===== config.mk =====
export PLATFORM = sky130hd
export DESIGN_NAME = fetch_stage
export DESIGN_NICKNAME = d
export VERILOG_FILES = /design/src/rtl/fetch_stage_pkg.sv /design/src/rtl/fetch_pc_sel.sv /design/src/rtl/fetch_stage.sv
export SDC_FILE = /design/constraint.sdc
export NUM_CORES = 1
export LEC_CHECK = 0
export CAP_MARGIN = 5
export CORE_ASPECT_RATIO = 0.6
export CORE_UTILIZATION = 35
export CTS_CLUSTER_DIAMETER = 40
export CTS_CLUSTER_SIZE = 8
export DETAILED_ROUTE_END_ITERATION = 12
export PLACE_DENSITY = 0.67
export SETUP_SLACK_MARGIN = 0.5
export SLEW_MARGIN = 20
export SYNTH_ARGS = -nofsm -noshare
export SYNTH_HDL_FRONTEND = slang
export SYNTH_SLANG_ARGS = --single-unit
export TNS_END_PERCENT = 10

===== constraint.sdc =====
create_clock -name clk -period 3 [get_ports clk]
set_input_delay 0.6 -clock clk [delete_from_list [all_inputs] [get_ports clk]]
set_output_delay 0.6 -clock clk [all_outputs]
set_load 0.03 [all_outputs]

===== src/rtl/fetch_stage_pkg.sv =====
// Shared definitions for the fetch stage, control decoder and ID/EX register:
// PCSrc encodings, exception vectors and the NOP word.
package fetch_stage_pkg;

  typedef enum logic [2:0] {
    PCSRC_SEQ = 3'b000,
    PCSRC_BR  = 3'b001,
    PCSRC_J   = 3'b010,
    PCSRC_JR  = 3'b011,
    PCSRC_IRQ = 3'b100,
    PCSRC_EXC = 3'b101
  } pcsrc_e;

  localparam logic [31:0] RESET_PC_DEF = 32'h8000_0000;
  localparam logic [31:0] ILLOP_PC_DEF = 32'h8000_0004;
  localparam logic [31:0] XADR_PC_DEF  = 32'h8000_0008;
  localparam logic [31:0] NOP_INSTR    = 32'h0000_0000;

  // Kernel bit survives the increment; the low 31 bits wrap.
  function automatic logic [31:0] pc_inc4(input logic [31:0] pc);
    return {pc[31], pc[30:0] + 31'd4};
  endfunction

endpackage


===== src/rtl/fetch_pc_sel.sv =====
// Next-PC priority mux and IF/ID flush/hold decision for the fetch stage.
module fetch_pc_sel
  import fetch_stage_pkg::*;
#(
  parameter logic [31:0] ILLOP_PC = ILLOP_PC_DEF,
  parameter logic [31:0] XADR_PC  = XADR_PC_DEF
) (
  input  logic [31:0] pc_i,
  input  logic [31:0] pc_plus4_i,
  input  logic        stall_i,
  input  logic [2:0]  id_pcsrc_i,
  input  logic [31:0] id_jr_target_i,
  input  logic        ex_branch_taken_i,
  input  logic [31:0] ex_branch_target_i,
  input  logic [3:0]  ifid_pc4_hi_i,
  input  logic [25:0] ifid_jidx_i,
  output logic [31:0] next_pc_o,
  output logic        flush_o,
  output logic        hold_o,
  output logic        keep_pc4_o,
  output logic        irq_ack_o
);

  always_comb begin
    next_pc_o  = pc_plus4_i;
    flush_o    = 1'b0;
    hold_o     = 1'b0;
    keep_pc4_o = 1'b0;
    irq_ack_o  = 1'b0;
    if (ex_branch_taken_i) begin
      // EX branch beats a concurrent stall: both IF and ID hold wrong-path work.
      next_pc_o  = ex_branch_target_i;
      flush_o    = 1'b1;
      keep_pc4_o = 1'b1;
    end else if (stall_i) begin
      next_pc_o = pc_i;
      hold_o    = 1'b1;
    end else begin
      case (id_pcsrc_i)
        PCSRC_J: begin
          next_pc_o = {ifid_pc4_hi_i, ifid_jidx_i, 2'b00};
          flush_o   = 1'b1;
        end
        PCSRC_JR: begin
          next_pc_o = id_jr_target_i;
          flush_o   = 1'b1;
        end
        PCSRC_IRQ: begin
          next_pc_o = ILLOP_PC;
          flush_o   = 1'b1;
          irq_ack_o = 1'b1;
        end
        PCSRC_EXC: begin
          next_pc_o = XADR_PC;
          flush_o   = 1'b1;
        end
        default: ;
      endcase
    end
  end

endmodule


===== src/rtl/fetch_stage.sv =====
// Instruction-fetch stage: PC register, IF/ID pipeline register and the
// latched interrupt request presented (masked) to the ID control decoder.
module fetch_stage
  import fetch_stage_pkg::*;
#(
  parameter logic [31:0] RESET_PC = RESET_PC_DEF,
  parameter logic [31:0] ILLOP_PC = ILLOP_PC_DEF,
  parameter logic [31:0] XADR_PC  = XADR_PC_DEF
) (
  input  logic        clk,
  input  logic        reset,
  input  logic        stall,
  input  logic [2:0]  id_pcsrc,
  input  logic [31:0] id_jr_target,
  input  logic        ex_branch_taken,
  input  logic [31:0] ex_branch_target,
  input  logic        irq_in,
  output logic [31:0] imem_addr,
  input  logic [31:0] imem_data,
  output logic [31:0] if_id_instr,
  output logic [31:0] if_id_pc_plus4,
  output logic        if_id_valid,
  output logic [5:0]  id_opcode,
  output logic [5:0]  id_funct,
  output logic        id_irq
);

  logic [31:0] pc_q, pc_d;
  logic [31:0] instr_q, instr_d;
  logic [31:0] pc4_q, pc4_d;
  logic        valid_q, valid_d;
  logic        irq_q, irq_d;

  logic [31:0] pc_plus4;
  logic        flush, hold, keep_pc4, irq_ack;

  assign pc_plus4 = pc_inc4(pc_q);

  fetch_pc_sel #(
    .ILLOP_PC (ILLOP_PC),
    .XADR_PC  (XADR_PC)
  ) u_pc_sel (
    .pc_i               (pc_q),
    .pc_plus4_i         (pc_plus4),
    .stall_i            (stall),
    .id_pcsrc_i         (id_pcsrc),
    .id_jr_target_i     (id_jr_target),
    .ex_branch_taken_i  (ex_branch_taken),
    .ex_branch_target_i (ex_branch_target),
    .ifid_pc4_hi_i      (pc4_q[31:28]),
    .ifid_jidx_i        (instr_q[25:0]),
    .next_pc_o          (pc_d),
    .flush_o            (flush),
    .hold_o             (hold),
    .keep_pc4_o         (keep_pc4),
    .irq_ack_o          (irq_ack)
  );

  always_comb begin
    instr_d = imem_data;
    pc4_d   = pc_plus4;
    valid_d = 1'b1;
    if (hold) begin
      instr_d = instr_q;
      pc4_d   = pc4_q;
      valid_d = valid_q;
    end else if (flush) begin
      instr_d = NOP_INSTR;
      valid_d = 1'b0;
      if (keep_pc4) pc4_d = pc4_q;
    end
  end

  // A new request in the same cycle as the acknowledge keeps pending set.
  assign irq_d = irq_in | (irq_q & ~irq_ack);

  always_ff @(posedge clk) begin
    if (reset) begin
      pc_q    <= RESET_PC;
      instr_q <= NOP_INSTR;
      pc4_q   <= 32'h0;
      valid_q <= 1'b0;
      irq_q   <= 1'b0;
    end else begin
      pc_q    <= pc_d;
      instr_q <= instr_d;
      pc4_q   <= pc4_d;
      valid_q <= valid_d;
      irq_q   <= irq_d;
    end
  end

  assign imem_addr      = pc_q;
  assign if_id_instr    = instr_q;
  assign if_id_pc_plus4 = pc4_q;
  assign if_id_valid    = valid_q;
  assign id_opcode      = instr_q[31:26];
  assign id_funct       = instr_q[5:0];
  // Masked in kernel mode and on bubbles so the saved PC is a real user instruction.
  assign id_irq         = irq_q & valid_q & ~pc4_q[31];

endmodule


==> impl_metrics.yaml, run 1 <==
synth:
  synth_flop_cell: "dfxtp_1"
  synth_area_sq_mm: 0.00535
  synth_nets: 767
  synthCells: 662
  yosys_warnings: 0
  ys_ff_latch: 98
  seq_area_frac_synth: 0.367
  synth-async-reset-ratio: 0
  synth_edf_count: 0
  avgSynthCellArea_sq_um: 8.08
  ys_types: 62
critical_path:
  worst_setup_path_end_kind: "flip-flop"
  slowest_stage: "or4_1"
  worstPathArrival_ns: 2.77
  worst-r2r-setup-slack_ns: 0.49
  startpoint: "imem_addr[5]"
  cp_max_fo: 12
  path_class: "flip-flop to flip-flop"
  cp.required_ns: 3.26
  slowest_delay_ns: 0.74
  worstReg2RegStart: "imem_addr[5]"
  startpoint_type: "flip-flop"
  cp_cell_sequence: "nand4_1 -> buf_4 -> or4_1 -> or3_1 -> a311oi_1"
route:
  num_vias: 6169
  route.final.wire_length_microns: 21300
  antenna_left: 0
  remaining_drc_errors: 0
  drt_iter0_drc: 585
  wl_per_cell_microns: 20.5
  first_pass_iters: 6
  viasPerCell: 5.94
timing:
  setup_tns_ns: 0
  max_freq_mhz: 399
  setup_violations: 0
  hold_viol: 0
  worst_slew_pin_slew_ns: 0.683
  period_share: 0.836
  rsz0062_at_grt: "yes"
  slew_viol_final: 0
  layout_min_cycle_time_ns: 2.51
  slew_headroom: 0.540
  fin_worst_skew_ns: 0.0102
layout:
  synthToLayoutAreaGrowth_pct: 48.5
  fin_nets: 942
  multi_input_area_sq_mm: 0.00301
  ff_latch_area_sq_mm: 0.00196
  nFillCells: 1341
  fin_cells: 1039
  num_antenna_cells: 0
  final_layout_size_suffix_gt1_frac: 0.0832
placed_design:
  dp.cells: 1024
  io_buffers: 213
  hpwl_microns: 15400
  place.gp.congestion: 0.917
clock_network:
  insertion_delay_ns: 0.35
  clock-root-buffer: "clkbuf_16"
  numCtsBuffers: 9
  cts_tree: "built"
  clock_path_buffers: 2
  cts_sinks: 98
  cts_htree_levels: 3
  cts.hold.buffers_added: 0
  clk_pin_slew_worst_paths_ns: 0.07
floorplanning:
  core.rowCount: 34
  io_pins: 214
  die_w_microns: 162
  die-area_sq_mm: 0.0158
  die_y_microns: 97.8
  core_sq_mm: 0.0147
  initial_utilization: 0.364
global_routing:
  antenna_found_initial: 0
  track_usage: 0.267
  grt_overflow: 0
  grt_start_max_net_pins: 58
  grt_first_pass_wirelength_microns: 32800
  first_global_vias: 5811
pwr:
  p_leak_nw: 2.75
  power.density_mw_per_mm2: 448
  vdd_drop_max_mv: 0.321
run_status:
  outcome: "finished clean"
min_path:
  min_from: "if_id_pc_plus4[0]"
  hp-class: "flip-flop to flip-flop"
run:
  maxCapViolCount: 0
## cell usage after synthesis (9+ instances only)
master | number | area (sq um)
mux2i_1 | 15 | 150
nand4_1 | 14 | 87.6
buf_4 | 15 | 113
nor2_1 | 67 | 251
o21ai_0 | 32 | 160
dfxtp_1 | 98 | 1960
clkbuf_1 | 44 | 165
nand2_1 | 57 | 214
and3_1 | 11 | 68.8
nand3_1 | 22 | 110
inv_1 | 13 | 48.8
or4_1 | 13 | 97.6
nor3_1 | 28 | 140
buf_1 | 9 | 33.8
a21oi_1 | 25 | 125
a22oi_1 | 32 | 240
a221oi_1 | 13 | 114
mux2_2 | 12 | 135
o221ai_1 | 17 | 149
xnor2_1 | 10 | 87.6
o31ai_1 | 9 | 67.6
## path summary, 6_finish.rpt
| check | to | cells after the start |
|---|---|---|
| setup / recovery | if_id_pc_plus4[20] | 5 |
| hold / removal | if_id_pc_plus4[0] | 2 |
| setup reg to reg | if_id_pc_plus4[20] | 5 |
| hold reg to reg | if_id_pc_plus4[0] | 2 |
## layout by cell type, fill, tap and decap left out, types with 3 or more instances in the layout
cell             count
nor2b_1              3
clkbuf_16            9
buf_4               25
a221o_1              7
or4_1               12
and4_1               3
a221oi_1            13
a21oi_1             25
bufinv_16            3
buf_2                3
nand4_1             14
o22ai_1              3
a31oi_1              8
or2_2                3
o2111ai_1            4
or3_1                8
xnor2_1             10
and3_1              11
clkdlybuf4s50_1    210
a22oi_1             32
inv_1               13
dfxtp_1             98
nand3_1             22
nor4_1               7
nor2_1              65
mux2i_1             15
nand2b_1             3
nand2_1             57
a311oi_1             7
a211oi_1             3
o21a_1               3
nor3_1              28
mux2_2              12
o31ai_1              9
o21ai_0             32
o221ai_1            17
## stage by stage
stage          hold WS [ns]  power, W  setup slack (ns)   util  area, sq um
2_1_floorplan         0.443   0.00186             0.501      -         5350
3_3_place_gp          0.446   0.00224             0.321  0.517         7610
3_5_place_dp          0.447   0.00225             0.288  0.517         7610
4_1_cts               0.456   0.00357             0.509  0.540         7940
5_1_grt               0.487   0.00369             0.393  0.540         7950
6_report              0.454   0.00356             0.491  0.540         7950
## flip-flops by register name, indices dropped and copies added, names as in the netlist
signal,count
irq_q,1
if_id_valid,1
if_id_instr,32
if_id_pc_plus4,32
imem_addr,32
## per-layer routing
metal | track usage | part of all wire
met5 | 0 | 0
met4 | 0.102 | 0.030
met3 | 0.0743 | 0.10
met2 | 0.396 | 0.43
met1 | 0.367 | 0.44
## cells by family (layout without fill, tap and decap cells)
kind of cell	count (synthesis)	in the layout	synth area share
mux	27	27	0.0533
flops	98	98	0.367
fa+ha+maj	1	1	0.00234
buf+inv	90	269	0.0767
simple gates	251	251	0.235
xor+xnor	12	12	0.0196
compound gates	183	183	0.247
## critical path, delay by kind of cell, from the launching register on
family                 cells  cell delay (ns)
AO/OA/AOI/OAI              1             0.26
flip-flops                 1             0.50
buffers and inverters      1             0.26
AND/OR/NAND/NOR            3             1.42
## where the power goes
part,switching (W),internal (W),leakage (nW)
Sequential,0.0000785,0.00137,0.803
Combinational,0.000425,0.000363,1.79
Clock,0.000515,0.000811,0.163
Total,0.00102,0.00254,2.75
## final cells by class
type	instances	share of cell area
clock inverter	5	0.0131
timing repair buffer	240	0.295
inverter	14	0.00661
sequential	98	0.247
clock buffer	10	0.0288
multi-input combinational	474	0.378
tap	198	0.0312
## repair_timing
item,CTS,global route
gates resized for setup,0,1
endpoints found under the setup margin,0,14
setup buffers,0,0
Power figures use the tool's default switching activity.
==> inputs of run 2 (changes only) <==
==> constraint.sdc (replaced) <==
create_clock -name clk -period 2.6 [get_ports clk]
set_input_delay 0.52 -clock clk [delete_from_list [all_inputs] [get_ports clk]]
set_output_delay 0.52 -clock clk [all_outputs]
set_load 0.03 [all_outputs]
==> run 2 against run 1 <==
Count of clock-buffer cells in the layout up 1. Routed wire length up 1.0%. Sequential power up 15%. Final area up 3.0%. Via count up 0.31%. Core utilization up 1.6 points. Clock power about the same. First-iteration DRC count unchanged. Setup slack worse by 0.058 ns. Combinational power up 18%. Hold slack better by 0.0085 ns.
==> impl_metrics.yaml, run 2 (synthesized netlist as in run 1, its figures left out) <==
critical_path:
  slowest_delay_ns: 0.75
  cp_max_fo: 7
  cp.required_ns: 2.08
  worst_path_dominant_cell_family: "buffers and inverters"
  path_buf_inv: 1
  cp_cell_sequence: "clkdlybuf4s50_1"
  worst_setup_path_end_kind: "output pin"
  slowest_stage: "clkdlybuf4s50_1"
  worstPathArrival_ns: 1.65
  path_class: "flip-flop to output pin"
  startpoint_type: "flip-flop"
route:
  drt_iter0_drc: 585
  antenna_left: 0
  remaining_drc_errors: 0
  wl_met3_microns: 2420
  first_pass_iters: 5
  route.final.wire_length_microns: 21500
  drt-met1-wl_microns: 9240
  viasPerCell: 5.84
  wl_per_cell_microns: 20.3
  highest_layer: "met4"
  num_vias: 6188
  wl_met2_microns: 9380
layout:
  synthToLayoutAreaGrowth_pct: 52.9
  finalInstanceArea_sq_mm: 0.00818
  final_common_cell: "clkdlybuf4s50_1"
  num_antenna_cells: 0
  fin_nets: 962
  final_layout_size_suffix_gt1_frac: 0.126
  most-common-layout-cells: "clkdlybuf4s50_1 (209), dfxtp_1 (85), nor2_1 (65)"
  fin_cells: 1060
  postLayoutCoreUtil: 0.556
pwr:
  vdd_drop_max_mv: 0.292
  p_leak_nw: 2.87
  power.density_mw_per_mm2: 480
  power.total_w: 0.00392
global_routing:
  antenna_found_initial: 0
  grt_overflow: 0
  first_global_vias: 5659
  grt_first_pass_wirelength_microns: 31700
  grt_start_max_net_pins: 84
  track_usage: 0.259
timing:
  setup_violations: 0
  slew_viol_final: 0
  period_share: 0.833
  max_freq_mhz: 462
  layout_min_cycle_time_ns: 2.17
  rsz0062_at_grt: "yes"
  setup_tns_ns: 0
  fin_worst_skew_ns: 0.00808
  worst_slew_pin_slew_ns: 0.711
  slew_headroom: 0.522
  hold_viol: 0
floorplanning:
  io_pins: 214
  die_w_microns: 162
  die-area_sq_mm: 0.0158
  initial_utilization: 0.364
  die_y_microns: 97.8
  core.rowCount: 34
  core_sq_mm: 0.0147
run:
  maxCapViolCount: 0
placed_design:
  place.gp.congestion: 0.875
  dpl_cell_area_sq_mm: 0.00767
  dp.cells: 1026
  io_buffers: 213
  hpwl_microns: 15200
clock_network:
  insertion_delay_ns: 0.35
  cts_htree_levels: 3
  numCtsBuffers: 9
  cts_sinks: 98
  clk_pin_slew_worst_paths_ns: 0.07
  clock-root-buffer: "clkbuf_16"
  cts_tree: "built"
  clock_path_buffers: 2
min_path:
  hp-class: "flip-flop to flip-flop"
run_status:
  outcome: "finished clean"
-- run 2: changes by cell type in the layout (fill, tap and decap cells not counted), moves of 3 or more --
cell / delta
buf_4: +15
buf_12: +3
bufinv_16: -3
dfxtp_2: +4
dfxtp_1: -13
dfxtp_4: +9
-- run 2: per-layer routing --
metal	global-route usage	up-vias
met5	0	-
met4	0.0733	0
met3	0.0782	38
met2	0.403	383
met1	0.346	2892
li1	-	2875
-- run 2: final cells by class --
class | count | area, sq um
inverters | 14 | 52.6
clock buffers | 11 | 243
fillers | 1358 | 6540
clock inverters | 5 | 46.3
well taps | 198 | 248
repair buffers | 260 | 2550
flip-flops and latches | 98 | 2000
multi-input cells | 474 | 3050
-- run 2: repair_timing --
| item | CTS | global route |
|---|---|---|
| hold endpoints to repair | 0 | 0 |
| setup endpoints to repair | 22 | 35 |
| gates resized for setup | 9 | 9 |
| pin swaps | 4 | 3 |
| gates cloned | 0 | 1 |
| hold buffers | 0 | 0 |
| setup buffers | 7 | 10 |
-- run 2: final timing paths --
kind / cells past startpoint / slack (ns) / to / startpoint
min: 2 / 0.46 / if_id_pc_plus4[1] / if_id_pc_plus4[1]
min reg2reg: 2 / 0.46 / if_id_pc_plus4[1] / if_id_pc_plus4[1]
max reg2reg: 5 / 0.49 / if_id_pc_plus4[29] / imem_addr[2]
max: 1 / 0.43 / imem_addr[15] / imem_addr[15]
-- run 2: per-stage QoR --
stage	setup slack [ns]	hold WS [ns]
floorplan	0.481	0.443
finish	0.433	0.462
global placement	0.105	0.450
CTS	0.444	0.469
global route	0.392	0.489
detailed placement	0.105	0.460
-- run 2: where the power goes --
group          internal [W]  switching [W]
registers           0.00157      0.0000977
logic              0.000435       0.000492
clock network      0.000694       0.000631
total               0.00270        0.00122
